<file path="src/rtl/shift_seq_ctrl_if.sv">
// Request/response bundle between the EX-stage issue logic and the shift sequencer.
interface shift_seq_ctrl_if #(
  parameter int WIDTH = 32,
  parameter int SHW   = 5
);
  logic             start;
  logic [1:0]       op;
  logic [WIDTH-1:0] a;
  logic [SHW-1:0]   shamt;
  logic             flush;
  logic             busy;
  logic             stall;
  logic             done;
  logic [WIDTH-1:0] result;

  modport master (
    output start, op, a, shamt, flush,
    input  busy, stall, done, result
  );

  modport slave (
    input  start, op, a, shamt, flush,
    output busy, stall, done, result
  );
endinterface

</file>
<file path="src/rtl/shift_seq_ctrl.sv">
// Multi-cycle SLL/SRL/SRA sequencer replacing the barrel shifter in EX.
// Define SHIFT_BY4_EN to step 4 bits per cycle while at least 4 remain.
module shift_seq_ctrl #(
  parameter int WIDTH = 32,
  parameter int SHW   = 5
) (
  input logic             clk,
  input logic             reset_n,
  shift_seq_ctrl_if.slave bus
);

  typedef enum logic [1:0] {IDLE, SHIFT, DONE} state_t;

  localparam logic [1:0] OP_SLL = 2'b00;
  localparam logic [1:0] OP_SRL = 2'b01;
  localparam logic [1:0] OP_SRA = 2'b10;
  localparam logic [1:0] OP_RSV = 2'b11;

  state_t           state, state_nxt;
  logic [WIDTH-1:0] acc, acc_nxt;
  logic [WIDTH-1:0] result_r, result_nxt;
  logic [SHW-1:0]   cnt, cnt_nxt;
  logic [SHW-1:0]   step_n;
  logic [1:0]       op_r, op_nxt;
  logic [WIDTH-1:0] acc_step;
  logic             by4;

`ifdef SHIFT_BY4_EN
  assign by4 = (cnt >= SHW'(4));
`else
  assign by4 = 1'b0;
`endif

  assign step_n = by4 ? SHW'(4) : SHW'(1);

  // Only fixed 1- and 4-bit shifts exist, so no variable-amount shifter is built.
  always_comb begin
    acc_step = acc;
    case (op_r)
      OP_SLL: acc_step = by4 ? {acc[WIDTH-5:0], 4'b0000}    : {acc[WIDTH-2:0], 1'b0};
      OP_SRL: acc_step = by4 ? {4'b0000, acc[WIDTH-1:4]}    : {1'b0, acc[WIDTH-1:1]};
      OP_SRA: acc_step = by4 ? {{4{acc[WIDTH-1]}}, acc[WIDTH-1:4]}
                             : {acc[WIDTH-1], acc[WIDTH-1:1]};
      default: acc_step = acc;
    endcase
  end

  always_comb begin
    state_nxt  = state;
    acc_nxt    = acc;
    cnt_nxt    = cnt;
    op_nxt     = op_r;
    result_nxt = result_r;
    case (state)
      IDLE: begin
        if (bus.start && !bus.flush) begin
          acc_nxt = bus.a;
          cnt_nxt = bus.shamt;
          op_nxt  = bus.op;
          if ((bus.shamt == '0) || (bus.op == OP_RSV)) begin
            state_nxt  = DONE;
            result_nxt = bus.a;
          end else begin
            state_nxt = SHIFT;
          end
        end
      end
      SHIFT: begin
        acc_nxt = acc_step;
        cnt_nxt = cnt - step_n;
        if (cnt == step_n) begin
          state_nxt  = DONE;
          result_nxt = acc_step;
        end
      end
      DONE:    state_nxt = IDLE;
      default: state_nxt = IDLE;
    endcase
    // Flush beats everything, including a completion landing in the same cycle.
    if (bus.flush) begin
      state_nxt  = IDLE;
      acc_nxt    = acc;
      cnt_nxt    = cnt;
      op_nxt     = op_r;
      result_nxt = result_r;
    end
  end

  always_ff @(posedge clk or negedge reset_n) begin
    if (!reset_n) begin
      state    <= IDLE;
      acc      <= '0;
      cnt      <= '0;
      op_r     <= OP_SLL;
      result_r <= '0;
    end else begin
      state    <= state_nxt;
      acc      <= acc_nxt;
      cnt      <= cnt_nxt;
      op_r     <= op_nxt;
      result_r <= result_nxt;
    end
  end

  assign bus.busy   = (state != IDLE);
  assign bus.stall  = (state == SHIFT) || ((state == IDLE) && bus.start && !bus.flush);
  assign bus.done   = (state == DONE) && !bus.flush;
  assign bus.result = result_r;

endmodule

</file>
<file path="src/flat_wrapper.sv">
// flat-port wrapper written by rule: the top's interface ports become plain ports
module shift_seq_ctrl_flat 
#(
  parameter int WIDTH = 32,
  parameter int SHW   = 5
)
  (clk, reset_n, bus_start, bus_op, bus_a, bus_shamt, bus_flush, bus_busy, bus_stall, bus_done, bus_result);
  shift_seq_ctrl_if #(.WIDTH(WIDTH), .SHW(SHW)) bus_i ();
  input logic clk;
  input logic reset_n;
  input wire logic [$bits(bus_i.start)-1:0] bus_start;
  input wire logic [$bits(bus_i.op)-1:0] bus_op;
  input wire logic [$bits(bus_i.a)-1:0] bus_a;
  input wire logic [$bits(bus_i.shamt)-1:0] bus_shamt;
  input wire logic [$bits(bus_i.flush)-1:0] bus_flush;
  output wire logic [$bits(bus_i.busy)-1:0] bus_busy;
  output wire logic [$bits(bus_i.stall)-1:0] bus_stall;
  output wire logic [$bits(bus_i.done)-1:0] bus_done;
  output wire logic [$bits(bus_i.result)-1:0] bus_result;
  assign bus_i.start = bus_start;
  assign bus_i.op = bus_op;
  assign bus_i.a = bus_a;
  assign bus_i.shamt = bus_shamt;
  assign bus_i.flush = bus_flush;
  assign bus_busy = bus_i.busy;
  assign bus_stall = bus_i.stall;
  assign bus_done = bus_i.done;
  assign bus_result = bus_i.result;
  shift_seq_ctrl #(.WIDTH(WIDTH), .SHW(SHW)) u_core (.clk(clk), .reset_n(reset_n), .bus(bus_i));
endmodule
</file>
<file path="config.mk">
export PLATFORM = sky130hd
export DESIGN_NAME = shift_seq_ctrl_flat
export DESIGN_NICKNAME = d
export VERILOG_FILES = /design/src/rtl/shift_seq_ctrl_if.sv /design/src/rtl/shift_seq_ctrl.sv /design/src/flat_wrapper.sv
export SDC_FILE = /design/constraint.sdc
export NUM_CORES = 1
export LEC_CHECK = 0
export BUFFER_PORTS_ARGS = -buffer_cell sky130_fd_sc_hd__buf_2
export CORE_ASPECT_RATIO = 0.6
export CORE_MARGIN = 8
export CORE_UTILIZATION = 55
export DETAILED_ROUTE_END_ITERATION = 10
export GPL_TIMING_DRIVEN = 0
export PLACE_DENSITY = 0.88
export SETUP_SLACK_MARGIN = 0.05
export SLEW_MARGIN = 20
export SYNTH_ARGS = -nofsm -noshare
export SYNTH_HDL_FRONTEND = slang
export SYNTH_SLANG_ARGS = --single-unit
</file>
<file path="constraint.sdc">
create_clock -name clk -period 2.15 [get_ports clk]
set_clock_uncertainty 0.05 [all_clocks]
set_input_delay 0.215 -clock clk [delete_from_list [all_inputs] [get_ports clk]]
set_output_delay 0.215 -clock clk [all_outputs]
set_load 0.05 [all_outputs]
</file>
==> impl_results.md <==
* Worst r2r path cells at 6
* Total Power at 6.42 mW
* Post-Syn Nets at 451
* Slew @ Worst Pin at 0.660 ns
* Sequential group share of total power at 0.337
* CP max FO at 10
* P_int at approximately 3.6 mW
* Post-synth ARST share at 1.00
* Final setup viols at 0
* HPWL reported at the end of detailed placement at 8.74 mm
* Grt total ovfl at 0
* Syn avg cell area at 9.77 um2
* Max-Cap Viols at 0
* Logic pwr share at 0.427
* I/O Pins at 78
* Die height at just over 80 um
* Synth Flop Type: dfrtp_1
* CP max stage delay at approximately 0.52 ns
* Master of the slowest instance on the critical path: or3b_2
* Clk Latency, worst-skew pair at 0.35 ns
* Rel. slew slack at 0.554
* Synthesis Warnings at 0
* Setup TNS at 0 ns
* FMAX at 484 MHz
* Vias post-DR at 3867
* Vias in the first global route at ~4000
* Clock Tree Buf Depth at 2
* IO Port Bufs at 77
* Power Dens Cells at ~1300 mW/mm2
* CTS HTree Levels at 3
* Status: completed
* Flops & latches, synth at 73
* Mapped Area at 0.00397 mm2
* Most common cell on crit path: buf_2
* Cell Rows at 24
* Antenna cells at 0
* Clock sink count at 73
* Final Hold Viols at 0
* WL final at 12.3 mm
* First-pass GRT wire length at 19.9 mm
* Root buf cell: clkbuf_16
* Arr. time, crit path at 2.24 ns
* Worst hold slack at 0.0767 ns
* CP startpoint: u_core.state[1]
* Setup crit end: u_core.acc[25]
* Required @ worst endpoint at 2.32 ns
* Post-route minimum period at just over 2 ns
* Non-Filler Instances at between 500 and 600
* Final net count at 541
* Net Sw Power at around 2.9 mW
* Final period utilization at 0.962
* Area Overhead vs Synth at 21.8%
* Placed Cells at 575
* Die area at approximately 0.01 mm2
* Drt pass-1 iters at 6
* Reg-to-Reg End: u_core.acc[25]
* CP Capture Type: flop
* Seq/Total Area, Yosys at 0.460
* Post-synth EDFFs at 0
* Via-to-Cell Ratio at 6.53
* Sw frac at 0.445
* Crit path kind: reg2reg
* Placer Congestion at between 0.9 and 1
* DR iter-0 viols at 478
* Worst vdd ir at 771 uV
* Synth cell types at 41
* Initial Utilization at 0.557
* Antenna violations before repair at 0
* Layout cells sized above 1 at 0.263
* Routed len/inst at 20.7 um
* Clock Power Share at 0.236
* Critical Path, Cell by Cell: buf_2 > or3b_2 > buf_2 > buf_2 > o221ai_1 > a21oi_1
* CTS tree: yes
* Total track usage at 0.246
* Fin. max-slew vios at 0
* Clk pin slew, worst setup/hold paths at 0.06 ns
* Inserted Clock Buffers at 9
* Pin count of the biggest net entering global routing at 56
* Residual DRC count at 0
* R2R Path Start: u_core.state[1]
* CP Launch Type: flop
* Core ar. at around 0.007 mm2
* Die Wd at 126 um
* Leakage at 2.18 nW
* RSZ-0062 raised after global routing: true
* Antenna Nets Post-Route at 0
* Cells after Synth at 406
* Hold WC Path Type: in2reg
* Final Util at 0.679
* R2R Setup Slk at 0.08 ns
flip-flops by register name, indices dropped and copies added (netlist names):
signal / flops
u_core.acc: 32
u_core.op_r: 2
u_core.bus.result: 32
u_core.state: 2
u_core.cnt: 5
layer usage:
metal	wire length [um]	global-route usage	up-vias
met4	224	0.0893	0
li1	-	-	1714
met2	5380	0.379	247
met3	1280	0.0674	26
met5	0	0	-
met1	5390	0.331	1880
cell usage in the layout, fill, tap and decap left out, types with 3 or more instances in the layout:
cell type   n
a211o_1    14
a21oi_1    39
a31oi_1    16
buf_2      89
buf_4       3
clkbuf_1   13
clkbuf_16   9
clkbuf_2    8
dfrtp_1    73
inv_1      18
mux2_2      5
mux2i_1    32
nand2_1    26
nand2b_1    5
nand4_1     3
nor2_1     20
o2111ai_1  12
o21a_1     14
o21ai_0    20
o221ai_1   15
o22a_1     14
o22ai_1    15
cell usage after synthesis (3+ instances only):
cell	n	area [um2]
nor3_1	3	15.0
inv_1	18	67.6
o21a_1	14	105
o221ai_1	16	140
clkbuf_1	19	71.3
mux2_2	5	56.3
o2111ai_1	12	105
a211o_1	14	123
nand4_1	3	18.8
o22ai_1	15	93.8
o21ai_0	20	100
a31oi_1	16	100
o22a_1	14	123
dfrtp_1	73	1830
mux2i_1	32	320
nand2b_1	5	31.3
buf_2	13	65.1
nand2_1	26	97.6
a21oi_1	39	195
nor2_1	20	75.1
buf_1	4	15.0
worst max-delay path, delay by kind of cell, from the launching register on:
| family | cells | cell delay [ns] |
|---|---|---|
| AO/OA/AOI/OAI | 2 | 0.38 |
| buffers and inverters | 3 | 0.61 |
| flip-flops | 1 | 0.37 |
| AND/OR/NAND/NOR | 1 | 0.52 |
power groups by stage:
stage	clock network, mW	logic (mW)	registers [mW]
3_3_place_gp	0	2.61	2.13
3_5_place_dp	0	2.70	2.17
2_1_floorplan	0	1.14	2.99
6_report	1.51	2.74	2.16
4_1_cts	1.53	2.72	2.15
5_1_grt	1.57	2.94	2.22
repair_timing:
item                                    CTS  global route
endpoints found under the setup margin   26            51
hold endpoints to repair                 18             0
hold buffers                              1             0
gates resized for setup                   4            15
buffers inserted                          0             0
area by class of cell:
| cell class | instances | area, um2 |
|---|---|---|
| repair buffers | 79 | 425 |
| clock buffers | 11 | 243 |
| plain buffers | 40 | 206 |
| clock inverters | 5 | 55.1 |
| multi-input cells | 275 | 1900 |
| fillers | 561 | 2280 |
| well taps | 91 | 114 |
| flip-flops and latches | 73 | 1830 |
| inverters | 18 | 67.6 |
metrics by stage:
stage	cell area (um2)	setup WS, ns
floorplan	3970	0.223
global placement	4470	0.0849
detailed placement	4500	-0.0174
CTS	4810	0.114
global route	4830	-0.00209
finish	4830	0.0823
worst min path at each step:
| stage | cells past startpoint | to | slack, ns | startpoint |
|---|---|---|---|---|
| 2_1_floorplan | 0 | u_core.acc[0] | -0.13 | reset_n |
| 3_3_place_gp | 2 | u_core.state[0] | 0.40 | bus_flush |
| 3_5_place_dp | 1 | u_core.bus.result[1] | 0.07 | reset_n |
| 4_1_cts | 2 | u_core.state[0] | 0.05 | bus_flush |
| 5_1_grt | 2 | u_core.state[0] | 0.09 | bus_flush |
| 6_report | 2 | u_core.state[0] | 0.08 | bus_flush |
cell families (layout without fill, tap and decap cells):
group                      Yosys count  count (layout)  share of synthesized area
buffers and inverters               58             153                     0.0646
adders and majority gates            2               2                    0.00631
and+or+nand+nor                     68              68                     0.0804
muxes                               39              39                      0.101
DFF                                 73              73                      0.460
AOI/OAI and AO/OA                  166             166                      0.288
(Power assumes the default switching activity.)
